**config.mk**
```make
export PLATFORM = sky130hd
export DESIGN_NAME = throw_scheduler
export DESIGN_NICKNAME = d
export VERILOG_FILES = /design/src/rtl/throw_scheduler.sv
export SDC_FILE = /design/constraint.sdc
export NUM_CORES = 1
export LEC_CHECK = 0
export ABC_AREA = 1
export ABC_CLOCK_PERIOD_IN_PS = 5730
export CAP_MARGIN = 40
export CORE_ASPECT_RATIO = 1.1
export CORE_MARGIN = 1.5
export CORE_UTILIZATION = 50
export CTS_BUF_LIST = sky130_fd_sc_hd__clkbuf_4
export CTS_CLUSTER_DIAMETER = 120
export DETAILED_ROUTE_END_ITERATION = 8
export PLACE_DENSITY = 0.71
export SYNTH_ARGS = -nofsm -noshare
export SYNTH_HDL_FRONTEND = slang
export SYNTH_SLANG_ARGS = --single-unit
```
**constraint.sdc**
```tcl
create_clock -name clk_in -period 5.73 [get_ports clk_in]
set_input_delay 1.719 -clock clk_in [delete_from_list [all_inputs] [get_ports clk_in]]
set_output_delay 1.719 -clock clk_in [all_outputs]
set_load 0.02 [all_outputs]
```
**src/rtl/throw_scheduler.sv**
```systemverilog
// Siteswap juggling scheduler: one registered throw pulse per beat in RUN, one cycle after new_beat.
// Optional macro THROW_SCHED_CHECK_EN enables the ERROR state on collision, dropped ball or missing ball.
module throw_scheduler #(
  parameter int MAX_LEN = 7
) (
  input  logic                 clk_in,
  input  logic                 rst_in,
  input  logic                 new_beat,
  input  logic [3*MAX_LEN-1:0] pattern_in,
  input  logic [2:0]           pattern_length,
  input  logic [2:0]           num_balls_in,
  input  logic                 pattern_valid_in,
  input  logic                 stop_in,
  output logic                 throw_valid_out,
  output logic [2:0]           throw_ball_out,
  output logic [2:0]           throw_height_out,
  output logic                 throw_hand_out,
  output logic                 running_out,
  output logic                 error_out
);

  typedef enum logic [1:0] {IDLE, RUN, ERROR} state_t;

  state_t     state_q, state_d;
  logic [2:0] pattern_q [MAX_LEN];
  logic [2:0] pattern_d [MAX_LEN];
  logic [2:0] len_q, len_d, nballs_q, nballs_d;
  logic [2:0] t_q, t_d, idx_q, idx_d, fresh_q, fresh_d;
  logic       hand_q, hand_d;
  logic [7:0] slot_vld_q, slot_vld_d;
  logic [2:0] slot_ball_q [8];
  logic [2:0] slot_ball_d [8];
  logic       vld_q, vld_d, hand_out_q, hand_out_d;
  logic [2:0] ball_q, ball_d, height_q, height_d;

  logic [2:0] h, tgt;
  logic       occ, fault;

  always_comb begin
    h = 3'd0;
    for (int i = 0; i < MAX_LEN; i++) begin
      if (idx_q == 3'(i)) h = pattern_q[i];
    end
  end

  assign tgt = t_q + h;
  assign occ = slot_vld_q[t_q];

`ifdef THROW_SCHED_CHECK_EN
  assign fault = (occ && (h == 3'd0 || slot_vld_q[tgt])) ||
                 (!occ && h != 3'd0 && (fresh_q >= nballs_q || slot_vld_q[tgt]));
  assign error_out = (state_q == ERROR) && !rst_in;
`else
  assign fault     = 1'b0;
  assign error_out = 1'b0;
`endif

  always_comb begin
    state_d     = state_q;
    pattern_d   = pattern_q;
    len_d       = len_q;
    nballs_d    = nballs_q;
    t_d         = t_q;
    idx_d       = idx_q;
    fresh_d     = fresh_q;
    hand_d      = hand_q;
    slot_vld_d  = slot_vld_q;
    slot_ball_d = slot_ball_q;
    vld_d       = 1'b0;
    ball_d      = ball_q;
    height_d    = height_q;
    hand_out_d  = hand_out_q;
    case (state_q)
      IDLE: begin
        if (pattern_valid_in && pattern_length != 3'd0) begin
          state_d = RUN;
          for (int i = 0; i < MAX_LEN; i++) pattern_d[i] = pattern_in[3*i +: 3];
          len_d      = pattern_length;
          nballs_d   = num_balls_in;
          slot_vld_d = 8'd0;
          for (int k = 0; k < 8; k++) slot_ball_d[k] = 3'd0;
          t_d        = 3'd0;
          idx_d      = 3'd0;
          fresh_d    = 3'd0;
          hand_d     = 1'b0;
        end
      end
      RUN: begin
        if (stop_in) begin
          state_d = IDLE;
        end else if (new_beat) begin
          if (fault) begin
            state_d = ERROR;
          end else begin
            vld_d      = 1'b1;
            height_d   = h;
            ball_d     = 3'd0;
            hand_out_d = hand_q;
            // Without checking, a held ball with h=0 is dropped and a full target is overwritten.
            if (occ) begin
              ball_d          = slot_ball_q[t_q];
              slot_vld_d[t_q] = 1'b0;
              if (h != 3'd0) begin
                slot_vld_d[tgt]  = 1'b1;
                slot_ball_d[tgt] = slot_ball_q[t_q];
              end
            end else if (h != 3'd0 && fresh_q < nballs_q) begin
              ball_d           = fresh_q;
              slot_vld_d[tgt]  = 1'b1;
              slot_ball_d[tgt] = fresh_q;
              fresh_d          = fresh_q + 3'd1;
            end
            t_d    = t_q + 3'd1;
            idx_d  = (idx_q == len_q - 3'd1) ? 3'd0 : idx_q + 3'd1;
            hand_d = ~hand_q;
          end
        end
      end
      ERROR: begin
        if (stop_in) state_d = IDLE;
      end
      default: state_d = IDLE;
    endcase
  end

  always_ff @(posedge clk_in) begin
    if (rst_in) begin
      state_q     <= IDLE;
      pattern_q   <= '{default: 3'd0};
      len_q       <= 3'd0;
      nballs_q    <= 3'd0;
      t_q         <= 3'd0;
      idx_q       <= 3'd0;
      fresh_q     <= 3'd0;
      hand_q      <= 1'b0;
      slot_vld_q  <= 8'd0;
      slot_ball_q <= '{default: 3'd0};
      vld_q       <= 1'b0;
      ball_q      <= 3'd0;
      height_q    <= 3'd0;
      hand_out_q  <= 1'b0;
    end else begin
      state_q     <= state_d;
      pattern_q   <= pattern_d;
      len_q       <= len_d;
      nballs_q    <= nballs_d;
      t_q         <= t_d;
      idx_q       <= idx_d;
      fresh_q     <= fresh_d;
      hand_q      <= hand_d;
      slot_vld_q  <= slot_vld_d;
      slot_ball_q <= slot_ball_d;
      vld_q       <= vld_d;
      ball_q      <= ball_d;
      height_q    <= height_d;
      hand_out_q  <= hand_out_d;
    end
  end

  // Outputs are forced low for the whole time reset is held, not just after the first edge.
  assign throw_valid_out  = vld_q && !rst_in;
  assign throw_ball_out   = rst_in ? 3'd0 : ball_q;
  assign throw_height_out = rst_in ? 3'd0 : height_q;
  assign throw_hand_out   = hand_out_q && !rst_in;
  assign running_out      = (state_q == RUN) && !rst_in;

endmodule

```
==> impl_metrics.json <==
{
  "yosysWarnings": 0,
  "crit_path_start_kind": "input port",
  "worstSkewPairLatency_ns": 0.43,
  "antenna_cells": 0,
  "maxSlewHeadroom": 0.4258,
  "seq_area_um2": 1562,
  "mostFrequentLayoutCells": "122 x nand2_1, 92 x inv_1, 81 x a21oi_1, 78 x dfxtp_1, 40 x clkdlybuf4s50_1",
  "die_h_um": 100.0,
  "grt_pass1_vias": 3794,
  "synth_edf_count": 0,
  "synth_nets": 656,
  "rows": 35,
  "syn-mean-instance-area_um2": 6.994,
  "dieArea_um2": 9126,
  "cts_buffers": 9,
  "grt_pass1_wl_mm": 17.64,
  "yosysUniqueCellTypes": 39,
  "die_w_um": 91.22,
  "ys_async_sr_fraction": 0,
  "tns_ns": 0,
  "max-cap-violations": 0,
  "antenna_found_initial": 0,
  "synthAdderAreaFrac": 0.03683,
  "timing.final.ws_setup_ns": 0.8358,
  "crit_fanout": 11,
  "cts_buffer_depth": 2,
  "cts_setup_buffers": 0,
  "yosys.area_share.simple": 0.2643,
  "drive_gt1_frac": 0.08217,
  "hold_violations": 0,
  "slew_viol_final": 0,
  "drt_first_iter_violations": 245,
  "end_kind": "output pin",
  "synth_top_family_by_area": "simple AND/OR/NAND/NOR gates",
  "via_count": 4059,
  "synth_top_cell_area_share": 0.3648,
  "drt-total-wl_mm": 10.53,
  "ant_nets": 0,
  "fin_crit_sh": 0.8541,
  "multi_input_area_um2": 2178,
  "yosys.area.top_type": "dfxtp_1",
  "ys_seq_area_frac": 0.3648,
  "grt_max_degree": 34,
  "cellLeakagePower_nw": 2.011,
  "power_density_nw_per_um2": 231.6,
  "finClkSkew_ns": 0.01077,
  "dp.cells": 741,
  "nFillCells": 818,
  "drc": 0,
  "cts_tree": "done",
  "ir_drop_uv": 140.7,
  "synth-main-ff-cell": "dfxtp_1",
  "layout_commonest_cell": "nand2_1",
  "initial_core_util": 0.5117,
  "cts_num_sinks": 78,
  "fin_cells": 756,
  "synth_compound_area_frac": 0.1988,
  "worst_pin_slew_ns": 0.8603,
  "place_ws_ns": 0.8321,
  "status": "finished clean",
  "fmax_ghz": 0.2043,
  "track_usage": 0.2431,
  "finalPower_w": 0.001119,
  "nets": 685,
  "synth-seq-cells": 78,
  "clk_pin_slew_worst_paths_ns": 0.12,
  "synthXorXnorAreaFrac": 0.008185,
  "dp_hpwl_mm": 7.690,
  "cts_hold_buf": 0,
  "crit_required_ns": 4.01,
  "cts-htree-levels": 3,
  "fin_crit_ns": 4.894,
  "routed_via_density": 5.369,
  "syn_inst": 612,
  "cts_resized": 0,
  "syn_area_um2": 4280,
  "syn_to_final_growth_pct": 12.86,
  "worst_ep_arrival_time_ns": 3.18,
  "synth_area_leaders": "dfxtp_1 36%, nand2_1 11%, a21oi_1 9.5%, inv_1 8.1%, nand4_1 5.1%",
  "first_pass_iters": 5,
  "criticalPathCategory": "input port to output pin",
  "gp_congestion": 0.8920,
  "grt-ovfl-total": 0,
  "root_buffer": "clkbuf_4",
  "setup_viol": 0,
  "coreArea_um2": 8364,
  "hp-class": "flop to flop",
  "synthMuxAreaShare": 0,
  "rsz0062_at_grt": "false",
  "wl_per_cell_um": 13.93,
  "port_buffers": 40,
  "ios": 42
}
==> sequential cells by signal, indices dropped and copies added, names as in the netlist <==
register     count
pattern_q       21
height_q         3
vld_q            1
slot_vld_q       8
fresh_q          3
idx_q            3
t_q              3
slot_ball_q     24
ball_q           3
nballs_q         3
state_q          1
hand_q           1
len_q            3
hand_out_q       1
==> synthesized netlist by cell type (all sizes together), types with 2 or more instances <==
cell type and number:
clkinv 2, o2111ai 3, clkbuf 14, xor2 2, ha 11, buf 14, o22ai 12, nand2 128
o31ai 3, dfxtp 78, nor2 42, inv 97, a32o 4, nand3 25, nand4 41, xnor2 2
o21ai 43, a21oi 85
==> critical path, stage by stage <==
cell             delay (ns)
clkdlybuf4s50_1        0.59
nor2_1                 0.24
clkdlybuf4s50_1        0.63
==> final timing paths <==
check	slack, ns	cells past startpoint	endpoint	from
worst min-delay path	0.46	2	pattern_q[7]	pattern_q[7]
worst max-delay path	0.84	3	throw_ball_out[0]	rst_in
worst min register to register	0.46	2	pattern_q[7]	pattern_q[7]
worst max register to register	2.34	21	slot_ball_q[14]	idx_q[1]
==> cell families (layout without fill, tap and decap cells) <==
family,Yosys count,in the layout
simple gates,238,238
compound gates,152,152
buf+inv,127,160
flops,78,78
fa+ha+maj,12,12
xor+xnor,4,4
other cells,1,1
==> per-stage QoR <==
step	cell area, um2	hold slack [ns]	utilization
6_report	4831	0.4624	0.5776
5_1_grt	4831	0.4840	0.5776
4_1_cts	4831	0.4674	0.5776
3_5_place_dp	4705	0.4487	0.5625
3_3_place_gp	4705	0.4427	0.5625
2_1_floorplan	4280	0.4246	-
==> per-layer routing <==
metal	vias up	global-route usage	routed length [um]
li1	2087	-	-
met1	1858	0.3137	4961
met2	97	0.4053	4927
met3	17	0.03712	426
met4	0	0.1034	214
met5	-	0	0
==> final cells by class <==
cell class | instances | share of cell area
clock inverters | 5 | 0.01062
clock buffers | 10 | 0.01554
multi-input cells | 407 | 0.4509
repair buffers | 46 | 0.09220
flip-flops and latches | 78 | 0.3232
well taps | 111 | 0.02875
inverters | 99 | 0.07874
==> power by group <==
part	total (W)	switching (W)	leakage, nW	internal, W
sequential	0.000577	0.0000121	0.635	0.000565
clock	0.000319	0.000187	0.0697	0.000133
combinational	0.000223	0.000145	1.31	0.0000777
Note: power is estimated with default switching activity, not from simulation.
